**src/rtl/riscv_bus_pkg.sv**
```systemverilog
// Shared bus definitions for the CPU-side memory arbiter.
//   arb_state_e     : arbiter FSM state encoding
//   grant_e         : which requester owns the bus (fetch or data)
//   TIMEOUT_DEFAULT : default watchdog limit in BUSY cycles
package riscv_bus_pkg;

  typedef enum logic [1:0] {
    ST_IDLE = 2'd0,
    ST_BUSY = 2'd1,
    ST_RESP = 2'd2
  } arb_state_e;

  typedef enum logic {
    GNT_IF = 1'b0,
    GNT_D  = 1'b1
  } grant_e;

  localparam int unsigned TIMEOUT_DEFAULT = 255;

endpackage

```
**src/rtl/mem_arbiter.sv**
```systemverilog
// Round-robin arbiter sharing one single-port memory bus between the CPU
// instruction-fetch port and its load/store port, with a bus watchdog.
//
// Ports:
//   clk, rst                         clock, synchronous active-high reset
//   if_req/if_addr                   fetch request (held until if_ack)
//   if_rdata/if_ack                  fetch result, one-cycle acknowledge
//   d_req/d_we/d_addr/d_be/d_wdata   load/store request (held until d_ack)
//   d_rdata/d_ack                    load result, one-cycle acknowledge
//   err                              with an ack: the access timed out
//   stall                            a request is pending and not yet acked
//   bus_req/bus_we/bus_addr/bus_be/bus_wdata  registered granted request
//   bus_ack/bus_rdata                memory completion and read data
//
// state   | meaning
// --------+------------------------------------------------------------
// IDLE    | sample requests, pick a winner, latch its request
// BUSY    | bus transaction active, wait for bus_ack or watchdog expiry
// RESP    | one-cycle acknowledge to the granted requester
module mem_arbiter
  import riscv_bus_pkg::*;
#(
  parameter int unsigned XLEN    = 32,
  parameter int unsigned TIMEOUT = TIMEOUT_DEFAULT
) (
  input  logic              clk,
  input  logic              rst,
  input  logic              if_req,
  input  logic [XLEN-1:0]   if_addr,
  output logic [XLEN-1:0]   if_rdata,
  output logic              if_ack,
  input  logic              d_req,
  input  logic              d_we,
  input  logic [XLEN-1:0]   d_addr,
  input  logic [XLEN/8-1:0] d_be,
  input  logic [XLEN-1:0]   d_wdata,
  output logic [XLEN-1:0]   d_rdata,
  output logic              d_ack,
  output logic              err,
  output logic              stall,
  output logic              bus_req,
  output logic              bus_we,
  output logic [XLEN-1:0]   bus_addr,
  output logic [XLEN/8-1:0] bus_be,
  output logic [XLEN-1:0]   bus_wdata,
  input  logic              bus_ack,
  input  logic [XLEN-1:0]   bus_rdata
);

  localparam int unsigned TW = $clog2(TIMEOUT + 1);

  arb_state_e        state_q, state_d;
  grant_e            grant_q, grant_d;
  grant_e            last_q;
  logic [TW-1:0]     timer_q;
  logic [XLEN-1:0]   rdata_q;
  logic              err_q;
  logic              start, done, expire;
  logic              resp_act;

  always_comb begin
    state_d = state_q;
    grant_d = grant_q;
    start   = 1'b0;
    done    = 1'b0;
    expire  = 1'b0;
    case (state_q)
      ST_IDLE: begin
        if (if_req || d_req) begin
          start   = 1'b1;
          state_d = ST_BUSY;
          if (if_req && d_req)
            grant_d = (last_q == GNT_IF) ? GNT_D : GNT_IF;
          else if (d_req)
            grant_d = GNT_D;
          else
            grant_d = GNT_IF;
        end
      end
      ST_BUSY: begin
        // A bus_ack on the expiry cycle wins over the watchdog.
        if (bus_ack) begin
          done    = 1'b1;
          state_d = ST_RESP;
        end else if (timer_q == TW'(TIMEOUT - 1)) begin
          expire  = 1'b1;
          state_d = ST_RESP;
        end
      end
      ST_RESP: state_d = ST_IDLE;
      default: state_d = ST_IDLE;
    endcase
  end

  always_ff @(posedge clk) begin
    if (rst) begin
      state_q   <= ST_IDLE;
      grant_q   <= GNT_IF;
      last_q    <= GNT_IF;
      timer_q   <= '0;
      rdata_q   <= '0;
      err_q     <= 1'b0;
      bus_we    <= 1'b0;
      bus_addr  <= '0;
      bus_be    <= '0;
      bus_wdata <= '0;
    end else begin
      state_q <= state_d;
      grant_q <= grant_d;
      if (start) begin
        timer_q <= '0;
        if (grant_d == GNT_D) begin
          bus_we    <= d_we;
          bus_addr  <= d_addr;
          bus_be    <= d_be;
          bus_wdata <= d_wdata;
        end else begin
          bus_we    <= 1'b0;
          bus_addr  <= if_addr;
          bus_be    <= '1;
          bus_wdata <= '0;
        end
      end else if (state_q == ST_BUSY) begin
        timer_q <= timer_q + TW'(1);
      end
      if (done) begin
        rdata_q <= bus_we ? '0 : bus_rdata;
        err_q   <= 1'b0;
        last_q  <= grant_q;
      end else if (expire) begin
        rdata_q <= '0;
        err_q   <= 1'b1;
        last_q  <= grant_q;
      end
    end
  end

  // Reset during RESP suppresses the acknowledge in that same cycle.
  assign resp_act = (state_q == ST_RESP) && !rst;
  assign if_ack   = resp_act && (grant_q == GNT_IF);
  assign d_ack    = resp_act && (grant_q == GNT_D);
  assign err      = resp_act && err_q;
  assign if_rdata = rdata_q;
  assign d_rdata  = rdata_q;
  assign bus_req  = (state_q == ST_BUSY);
  assign stall    = (if_req & ~if_ack) | (d_req & ~d_ack);

endmodule

```
**config.mk**
```make
export PLATFORM = sky130hd
export DESIGN_NAME = mem_arbiter
export DESIGN_NICKNAME = d
export VERILOG_FILES = /design/src/rtl/riscv_bus_pkg.sv /design/src/rtl/mem_arbiter.sv
export SDC_FILE = /design/constraint.sdc
export NUM_CORES = 1
export LEC_CHECK = 0
export CELL_PAD_IN_SITES_DETAIL_PLACEMENT = 1
export CELL_PAD_IN_SITES_GLOBAL_PLACEMENT = 2
export CORE_ASPECT_RATIO = 2
export CORE_MARGIN = 3
export CORE_UTILIZATION = 35
export CTS_CLUSTER_SIZE = 40
export DETAILED_ROUTE_END_ITERATION = 10
export DONT_BUFFER_PORTS = 1
export PLACE_DENSITY_LB_ADDON = 0.08
export REMOVE_ABC_BUFFERS = 1
export SYNTH_ARGS = -nofsm -noshare
export SYNTH_HDL_FRONTEND = slang
export SYNTH_SLANG_ARGS = --single-unit
```
**constraint.sdc**
```tcl
create_clock -name clk -period 1.8 [get_ports clk]
set_clock_uncertainty 0.1 [all_clocks]
set_input_delay 0.27 -clock clk [delete_from_list [all_inputs] [get_ports clk]]
set_output_delay 0.27 -clock clk [all_outputs]
set_load 0.05 [all_outputs]
```
==> results.txt <==
Summed over all layers, the routed wires come to 19,500 microns. The tools report the count of final hold-check violations as 66. The worst pin sits at a relative slew slack of 56.7%. The tools report the type of element capturing the critical path as a primary output. Traced cell by cell, the critical path runs through nor4b_4 -> o21ai_1 -> a21boi_1 -> buf_4.

The HPWL after detailed placement is 12,900 microns. The final number of setup-violating endpoints came out at 1. Summing all placed instances gives a cell area of 0.00587 sq mm. The tree built by TritonCTS fans out to 114 sinks.

The time the final worst path needs with I/O delays and setup is 1830 ps. The floorplan step defined a die boundary enclosing 0.0180 sq mm. Transition time at the pin with the least slew margin: 648 ps. The run gives 17 as the number of buffers created by CTS. Data on the critical path arrives at its endpoint at 1460 ps. The pin count of the biggest net entering global routing was 74.

In this run the static leakage power is 2.32 nW. The via density per instance was 6.01. The flow ran to the end, but the final reports show violations. Once detail routing completed, the nets flagged for antenna violations numbered 0.

The quantity of I/O buffers inserted on ports works out to 0. The min-delay analysis places its worst path in the category in -> reg. At the end of the flow, the number of nets in the layout was 706. For this run, the number of Yosys warnings is 0. The count of unresolved DRC violations after routing is 0. Number of ports placed on the die boundary: 276. Most common library cell in the layout ignoring fill and taps: dfxtp_1.

On the critical path, the stage with the largest delay is an instance of dfxtp_4. The most used flip-flop cell after synthesis is dfxtp_1. Data on the critical path is required at its endpoint by 1430 ps. The tools report the initial core utilization as 36.0%. The source-to-sink clock delay at the later pin of the worst-skew pair came out at 410 ps. Startpoint of the lowest-slack hold path: rst. Hold repair after CTS inserted 38 buffers. The distinct cell type count after synthesis was 49; the post-route cell area was 0.00701 sq mm. Cells fill 44.2% of the core in the end.

The congestion estimate from routability-driven global placement came to 0.751. The run gives 0.00571 sq mm as the area of the mapped netlist. In the global route stage, overall resource usage came out at 21.3%.

The number of slew-limit violations in the final report was 0; the final worst-path cycle share was 102%. The startpoint identified for the worst register-to-register timing path is timer_q[0]$_SDFFE_PP0P_. VDD sags by at most 0.000622 V. The logs give 0 for the residual overflow from global routing and 781 for the post-layout instance count excluding filler cells. The final worst slack is -27.0 ps. Synthesis produced a netlist whose cell count is 541. The ratio of cells with drive above 1 in the final layout was 30.6%.

Vertical die dimension: 187 microns. Setup repair after global routing could not meet its margin everywhere. The longest clock path from root to sink contains 2 buffers. The number of optimization iterations in the first detailed-route pass is 4, and the number of enable-type register cells in the synthesized netlist is 0. The max-cap violation count was 0. The core area is 0.0159 sq mm, and the worst hold slack is -178 ps. In this run the worst path has a maximum fanout of 2. The critical path is of the reg -> out type. The total of flip-flops plus latches after synthesis was 114. TritonCTS built the clock tree. The tools report the category of the worst setup path launch point as a flip-flop. Biggest cell delay along the critical path: 350 ps.

Averaged over all synthesized cells, the footprint is 10.5 sq um. Dividing total power by cell area gives a power density of 1200 mW/mm^2. The top cell types in the final layout, fill and taps aside, are dfxtp_1, a21oi_1, buf_4. The CTS clock-pin slew for the worst setup and hold paths is 60 ps. The tree is rooted in a clkbuf_16. The cell count after placement is 705. The global-route wire length before repair was 29,400 microns. For the H-tree depth, the log shows 4. In this run, the number of DRC markers left after iteration 0 of detailed routing was 141. Derived from the worst setup path, the maximum achievable clock frequency is 547 MHz. The share of flip-flops with an asynchronous set or reset after synthesis works out to 0%. The final reports fail on negative hold slack, negative setup slack. After synthesis, flip-flops and latches occupy 40.0% of the total area. After detailed routing, the average wire length per cell comes to 24.9 microns. Tracing the worst setup path back leads to its startpoint at grant_q$_SDFF_PP0_. The die is 96.3 microns wide. The area growth from synthesis to layout is 22.9%, and the pre-CTS setup slack is 16.8 ps. The routed layout has 4,692 vias. The floorplan has 65 rows.

For the number of antenna violations at the first check in global routing, the log shows 1. The via count of the first global-routing pass came out at 5,204.
timing repair:
action,4_1_cts,5_1_grt
pin swaps,2,2
cloned,0,1
gates resized for setup,12,17
hold endpoints to repair,104,67
setup endpoints to repair,5,47
setup buffers,1,4
cells in the mapped netlist, types with 7 or more instances:
library cell	instances	area share [%]
a2111oi_0	34	5.2
a2111oi_2	12	3.2
a2111oi_4	18	8.7
a211oi_1	34	4.5
a21oi_1	103	9.0
a22o_1	33	5.1
buf_2	22	1.9
buf_4	38	5.0
buf_6	7	1.4
clkbuf_1	24	1.6
dfxtp_1	114	40
nor4_1	14	1.5
nor4_2	18	3.9
area by class of cell:
cell class                 instances  area, sq um
antenna                            1         2.50
clock buffer                      17          425
clock inverter                    15          183
fill                            1745         8850
inverter                           7         28.8
multi-input combinational        325         2880
sequential                       114         2290
tap                              201          251
timing repair buffer             101          952
path summary, 6_finish.rpt:
| path | cells after the start | end | slack, ps |
|---|---|---|---|
| worst max-delay path | 4 | stall | -30 |
| worst min register to register | 2 | timer_q[7]$_SDFFE_PP0P_ | 390 |
| worst max register to register | 6 | d_rdata[21]$_SDFFE_PP0P_ | 110 |
| worst min-delay path | 1 | d_rdata[4]$_SDFFE_PP0P_ | -180 |
where the power goes:
part	internal (mW)	total [mW]	switching [mW]
registers	2.73	3.41	0.681
clock network	2.19	3.47	1.29
logic	0.538	1.51	0.972
total	5.46	8.40	2.94
critical path, delay by kind of cell, from the launching register on:
family | cells | cell delay (ps)
AO/OA/AOI/OAI | 2 | 200
buffers and inverters | 1 | 190
flip-flops | 1 | 350
AND/OR/NAND/NOR | 1 | 300
state kept, by name, indices dropped and copies added (netlist names), 2 cells and up:
register,flops
bus_addr,32
bus_wdata,32
d_rdata,32
timer_q,8
bus_be,4
state_q,2
cell families (layout without fill, tap and decap cells):
kind of cell               after synthesis  in the layout  synth area share (%)
and+or+nand+nor                         68             68                  9.58
DFF                                    114            114                  40.0
other                                    0              1                     0
adders and majority gates                2              2                 0.439
buffers and inverters                  103            140                  11.4
AOI/OAI and AO/OA                      253            254                  38.4
xor gates and xnor gates                 1              1                 0.154
per-stage QoR:
step | TNS, ps | hold WS [ps] | power, mW
2_1_floorplan | -102130 | 239 | 4.41
4_1_cts | -181 | -194 | 8.46
5_1_grt | -141 | -207 | 8.75
3_3_place_gp | 0 | 251 | 4.81
3_5_place_dp | 0 | 255 | 4.86
6_report | -27.0 | -178 | 8.40
routing by layer:
metal	global-route usage, %	part of all wire, %
met1	21.7	36
met2	38.3	53
met3	7.54	8.9
met4	7.79	2.2
met5	0	0
(Power assumes the default switching activity.)
